--- src/rtl/seq_divider.sv ---
// rtl/seq_divider.sv - multi-cycle unsigned restoring divider with optional round-half-up quotient
//
// Ports:
//   clk_i        clock, rising edge
//   rst_i        synchronous active-high reset
//   start_i      request, sampled only while busy_o=0
//   dividend_i   dividend N
//   divisor_i    divisor D
//   busy_o       operation in progress (stays high through the valid_o cycle)
//   valid_o      one-cycle pulse, results updated this cycle
//   quotient_o   quotient Q, held until next valid_o
//   remainder_o  remainder R, held until next valid_o
//   div_zero_o   last completed operation had D=0, held
module seq_divider #(
  parameter int WIDTH = 16,
  parameter int ROUND = 0
) (
  input  logic             clk_i,
  input  logic             rst_i,
  input  logic             start_i,
  input  logic [WIDTH-1:0] dividend_i,
  input  logic [WIDTH-1:0] divisor_i,
  output logic             busy_o,
  output logic             valid_o,
  output logic [WIDTH-1:0] quotient_o,
  output logic [WIDTH-1:0] remainder_o,
  output logic             div_zero_o
);

  localparam int CW = (WIDTH > 1) ? $clog2(WIDTH) : 1;

  typedef enum logic [1:0] {IDLE, CALC, FINISH} state_t;

  state_t           state;
  logic [WIDTH-1:0] n;
  logic [WIDTH-1:0] d;
  logic [WIDTH-1:0] q;
  logic [WIDTH:0]   r;      // one spare bit so the shift keeps its MSB when D > 2^(WIDTH-1)
  logic [CW-1:0]    cnt;
  logic             dz;

  logic [WIDTH:0]   r_shift;
  logic [WIDTH:0]   r_sub;
  logic             ge;
  logic             round_up;

  always_comb begin
    r_shift  = {r[WIDTH-1:0], n[cnt]};
    r_sub    = r_shift - {1'b0, d};
    ge       = (r_shift >= {1'b0, d});
    // 2R >= D; Q is never all ones when this holds, so Q+1 cannot wrap
    round_up = (ROUND != 0) && ({r, 1'b0} >= {2'b00, d});
  end

  always_ff @(posedge clk_i) begin
    if (rst_i) begin
      state       <= IDLE;
      n           <= '0;
      d           <= '0;
      q           <= '0;
      r           <= '0;
      cnt         <= '0;
      dz          <= 1'b0;
      busy_o      <= 1'b0;
      valid_o     <= 1'b0;
      quotient_o  <= '0;
      remainder_o <= '0;
      div_zero_o  <= 1'b0;
    end else begin
      valid_o <= 1'b0;
      case (state)
        IDLE: begin
          // busy_o is still high in the cycle after FINISH, which blocks a start there
          if (start_i && !busy_o) begin
            n      <= dividend_i;
            d      <= divisor_i;
            r      <= '0;
            q      <= '0;
            cnt    <= CW'(WIDTH - 1);
            dz     <= (divisor_i == '0);
            busy_o <= 1'b1;
            state  <= (divisor_i == '0) ? FINISH : CALC;
          end else begin
            busy_o <= 1'b0;
          end
        end
        CALC: begin
          r      <= ge ? r_sub : r_shift;
          q[cnt] <= ge;
          if (cnt == '0) begin
            state <= FINISH;
          end else begin
            cnt <= cnt - 1'b1;
          end
        end
        FINISH: begin
          valid_o    <= 1'b1;
          div_zero_o <= dz;
          state      <= IDLE;
          if (dz) begin
            quotient_o  <= '1;
            remainder_o <= n;
          end else begin
            quotient_o  <= q + {{(WIDTH-1){1'b0}}, round_up};
            remainder_o <= r[WIDTH-1:0];
          end
        end
        default: state <= IDLE;
      endcase
    end
  end

endmodule

--- config.mk ---
export PLATFORM = sky130hd
export DESIGN_NAME = seq_divider
export DESIGN_NICKNAME = d
export VERILOG_FILES = /design/src/rtl/seq_divider.sv
export SDC_FILE = /design/constraint.sdc
export NUM_CORES = 1
export LEC_CHECK = 0
export BUFFER_PORTS_ARGS = -buffer_cell sky130_fd_sc_hd__buf_4
export CAP_MARGIN = 20
export CORE_ASPECT_RATIO = 0.7
export CORE_MARGIN = 4
export CORE_UTILIZATION = 39
export CTS_BUF_LIST = sky130_fd_sc_hd__clkbuf_2 sky130_fd_sc_hd__clkbuf_4 sky130_fd_sc_hd__clkbuf_8
export DETAILED_ROUTE_END_ITERATION = 10
export GPL_ROUTABILITY_DRIVEN = 0
export PLACE_DENSITY_LB_ADDON = 0.3
export SLEW_MARGIN = 40
export SYNTH_ARGS = -nofsm -noshare
export SYNTH_HDL_FRONTEND = slang
export SYNTH_SLANG_ARGS = --single-unit
--- constraint.sdc ---
create_clock -name clk_i -period 5.8 [get_ports clk_i]
set_input_delay 0.87 -clock clk_i [delete_from_list [all_inputs] [get_ports clk_i]]
set_output_delay 0.87 -clock clk_i [all_outputs]
set_load 0.01 [all_outputs]
==> results.py <==
metrics = {
    "final_layout": {
        "area_growth_pct": 15.48,
        "antenna_cells": 0,
        "layout.nets": 769,
        "nFillCells": 1342,
        "mostFrequentLayoutCell": "nand2_1",
        "final_cell_mix": "nand2_1, dfxtp_1, buf_4",
        "multi_input_area_sq_um": 2979,
        "final_area_sq_um": 6208,
        "regArea_sq_um": 2122,
        "finalNonFillerCells": 902,
        "drive_gt1_share_pct": 14.64,
    },
    "yosys": {
        "syn_inst": 678,
        "ys_seq_area_share_pct": 39.47,
        "synth-async-reset-ratio_pct": 0,
        "synthesis.area_sq_um": 5376,
        "yosys_warnings": 0,
        "synth_ff_type": "dfxtp_1",
        "postSynthAreaPerCell_sq_um": 7.930,
        "synth_cell_types": 52,
        "ys_ff_latch": 106,
        "synth-edff-count": 0,
        "syn_nets": 735,
    },
    "global_route": {
        "grt_pass1_wl_mm": 24.03,
        "track_usage_pct": 18.80,
        "grt_max_degree": 95,
        "grt_pass1_vias": 4541,
        "grt_antenna_before_repair": 0,
        "grt_overflow": 0,
    },
    "clocking": {
        "clkLatencyLatePin_ns": 0.38,
        "clockBufferDepth": 2,
        "cts-buffers-inserted": 9,
        "h-tree-depth": 3,
        "clkTransAtPathRegs_ns": 0.11,
        "clock_sinks": 106,
        "root_buffer": "clkbuf_8",
        "cts_tree": "built",
        "cts-resized-gates": 0,
        "hold_buffers": 0,
        "cts_setup_buffers": 0,
    },
    "timing": {
        "setup_viol": 0,
        "drv_slew": 0,
        "relSlewSlack_pct": 45.87,
        "worst_slew_pin_slew_ns": 0.8119,
        "hold_slack_ns": 0.4620,
        "fin_crit_ns": 3.591,
        "finalHoldViolations": 0,
        "fin_tns_setup_ns": 0,
        "grt_setup_unrepaired": "no",
        "finClkSkew_ns": 0.01296,
        "fin_crit_sh_pct": 61.91,
        "max_clock_freq_mhz": 278.5,
    },
    "routing": {
        "route.detailed.drc": 0,
        "wl_per_cell_microns": 16.15,
        "num_vias": 5007,
        "drt-initial-drc-count": 358,
        "final_antenna_net_count": 0,
        "wirelength_mm": 14.57,
        "via_per_inst": 5.551,
        "firstDrtPassIters": 5,
    },
    "die": {
        "dieWidth_microns": 148.3,
        "die_area_sq_um": 15760,
        "start_util_pct": 40.39,
        "placementRows": 35,
        "fp.dieH_microns": 106.2,
        "coreArea_sq_um": 13310,
        "io_pins": 70,
    },
    "worst_hold_path": {
        "min_from": "d[13]$_SDFFE_PP0P_",
        "hp-class": "register to register",
        "whs_path_depth": 2,
        "min_to": "d[13]$_SDFFE_PP0P_",
    },
    "critical_path": {
        "critPathArrivalTime_ns": 3.85,
        "start_kind": "register",
        "r2r_setup_slack_ns": 2.21,
        "worst-path-max-fanout": 10,
        "critPathKind": "register to register",
        "critPathCaptureType": "register",
        "regToRegEndpoint": "r[14]$_SDFFE_PP0P_",
        "rr_worst_depth": 11,
        "r2r-start": "cnt[0]$_SDFFE_PP0P_",
        "cp_data_required_time_ns": 6.06,
    },
    "run_status": {
        "status": "finished, final reports clean",
    },
    "place": {
        "dpl.hpwl_mm": 10.68,
        "placed_cells": 885,
        "placed_cell_area_sq_um": 5978,
        "io_buffers": 69,
    },
    "power": {
        "power.leakage_nw": 2.295,
        "p_per_area_nw_per_um2": 395.6,
        "ir_drop_v": 0.0002043,
    },
    "job": {
        "drv_cap": 0,
    },
}
==> cell families (layout without fill, tap and decap cells) <==
family / count (synthesis) / count (layout) / synth area share [%]
flip-flops: 106 / 106 / 39.47
multiplexers: 23 / 23 / 5.236
AO/OA/AOI/OAI: 184 / 184 / 21.48
buffers and inverters: 73 / 112 / 5.609
XOR/XNOR: 10 / 10 / 1.629
adder cells (fa/ha/maj): 22 / 22 / 5.259
AND/OR/NAND/NOR: 260 / 260 / 21.32
==> worst max-delay path, cell delays in order, from the launching register on <==
cell and delay, ns:
dfxtp_1 0.62, mux4_2 0.57, mux2_2 0.28, o21ai_2 0.14, ha_1 0.19, fa_1 0.19, nand2b_1 0.15, a21oi_1 0.14
o31ai_1 0.57, a21oi_1 0.14, nor4bb_1 0.34, o21ai_0 0.13
==> how the worst max path moves through the flow <==
| stage | startpoint | endpoint | slack [ns] |
|---|---|---|---|
| floorplan | cnt[0]$_SDFFE_PP0P_ | r[14]$_SDFFE_PP0P_ | 2.90 |
| global placement | cnt[0]$_SDFFE_PP0P_ | r[0]$_SDFFE_PP0P_ | 2.31 |
| detailed placement | cnt[0]$_SDFFE_PP0P_ | r[0]$_SDFFE_PP0P_ | 2.20 |
| CTS | cnt[0]$_SDFFE_PP0P_ | r[0]$_SDFFE_PP0P_ | 2.18 |
| global route | cnt[0]$_SDFFE_PP0P_ | r[14]$_SDFFE_PP0P_ | 1.99 |
| finish | cnt[0]$_SDFFE_PP0P_ | r[14]$_SDFFE_PP0P_ | 2.21 |
==> area by class of cell <==
type | count | area share (%)
sequential | 106 | 34.18
tap | 185 | 3.728
inverter | 21 | 1.270
clock inverter | 6 | 1.310
multi-input combinational | 499 | 47.98
timing repair buffer | 75 | 9.311
clock buffer | 10 | 2.217
==> stage by stage <==
stage | utilization (%) | setup slack (ns) | power, mW
after global routing | 46.64 | 1.987 | 2.611
final | 46.64 | 2.209 | 2.456
after global placement | 44.71 | 2.309 | 1.893
after floorplan | - | 2.899 | 1.705
after detailed placement | 44.91 | 2.198 | 1.923
after CTS | 46.55 | 2.175 | 2.423
==> cells in the mapped netlist, types with 2 or more instances <==
| cell type | instances | area [sq um] |
|---|---|---|
| mux4_2 | 4 | 90.09 |
| inv_1 | 21 | 78.83 |
| nand3b_1 | 3 | 22.52 |
| nor2_1 | 62 | 232.7 |
| a21o_1 | 4 | 30.03 |
| o21ai_0 | 32 | 160.2 |
| a211oi_1 | 21 | 157.7 |
| nand3_1 | 3 | 15.01 |
| a21oi_1 | 70 | 350.3 |
| nor3_1 | 40 | 200.2 |
| clkbuf_1 | 38 | 142.6 |
| mux2i_1 | 18 | 180.2 |
| a31oi_1 | 3 | 18.77 |
| xnor2_1 | 6 | 52.55 |
| nand4_1 | 4 | 25.02 |
| nor2b_1 | 4 | 25.02 |
| o21a_1 | 2 | 15.01 |
| a21oi_2 | 2 | 17.52 |
| or3_1 | 3 | 18.77 |
| ha_1 | 21 | 262.8 |
| o211ai_1 | 33 | 247.7 |
| buf_2 | 6 | 30.03 |
| nand2b_1 | 11 | 68.82 |
| buf_6 | 2 | 22.52 |
| o221ai_1 | 2 | 17.52 |
| dfxtp_1 | 106 | 2122 |
| xor2_1 | 4 | 35.03 |
| nand2_1 | 115 | 431.7 |
| a211o_1 | 2 | 17.52 |
| o2111ai_1 | 2 | 17.52 |
| nor4_1 | 7 | 43.79 |
| or2b_1 | 2 | 15.01 |
| o31a_1 | 3 | 26.28 |
| buf_1 | 4 | 15.01 |
==> sequential cells by signal, indices dropped and copies added (netlist names) <==
signal,cells
state,2
div_zero_o,1
remainder_o,16
busy_o,1
r,16
d,16
cnt,4
n,16
q,16
dz,1
valid_o,1
quotient_o,16
==> where the power goes <==
part	total, mW	internal (mW)	switching [mW]
Combinational	1.07	0.388	0.680
Clock	0.503	0.222	0.281
Sequential	0.885	0.801	0.0833
Total	2.46	1.41	1.04
==> layer usage <==
metal | global-route usage (%) | vias to the layer above | part of all wire (%)
li1 | - | 2455 | -
met1 | 29.87 | 2356 | 51
met2 | 25.11 | 182 | 40
met3 | 4.559 | 14 | 7.6
met4 | 4.153 | 0 | 1.2
met5 | 0 | - | 0
Note: power is estimated with default switching activity, not from simulation.
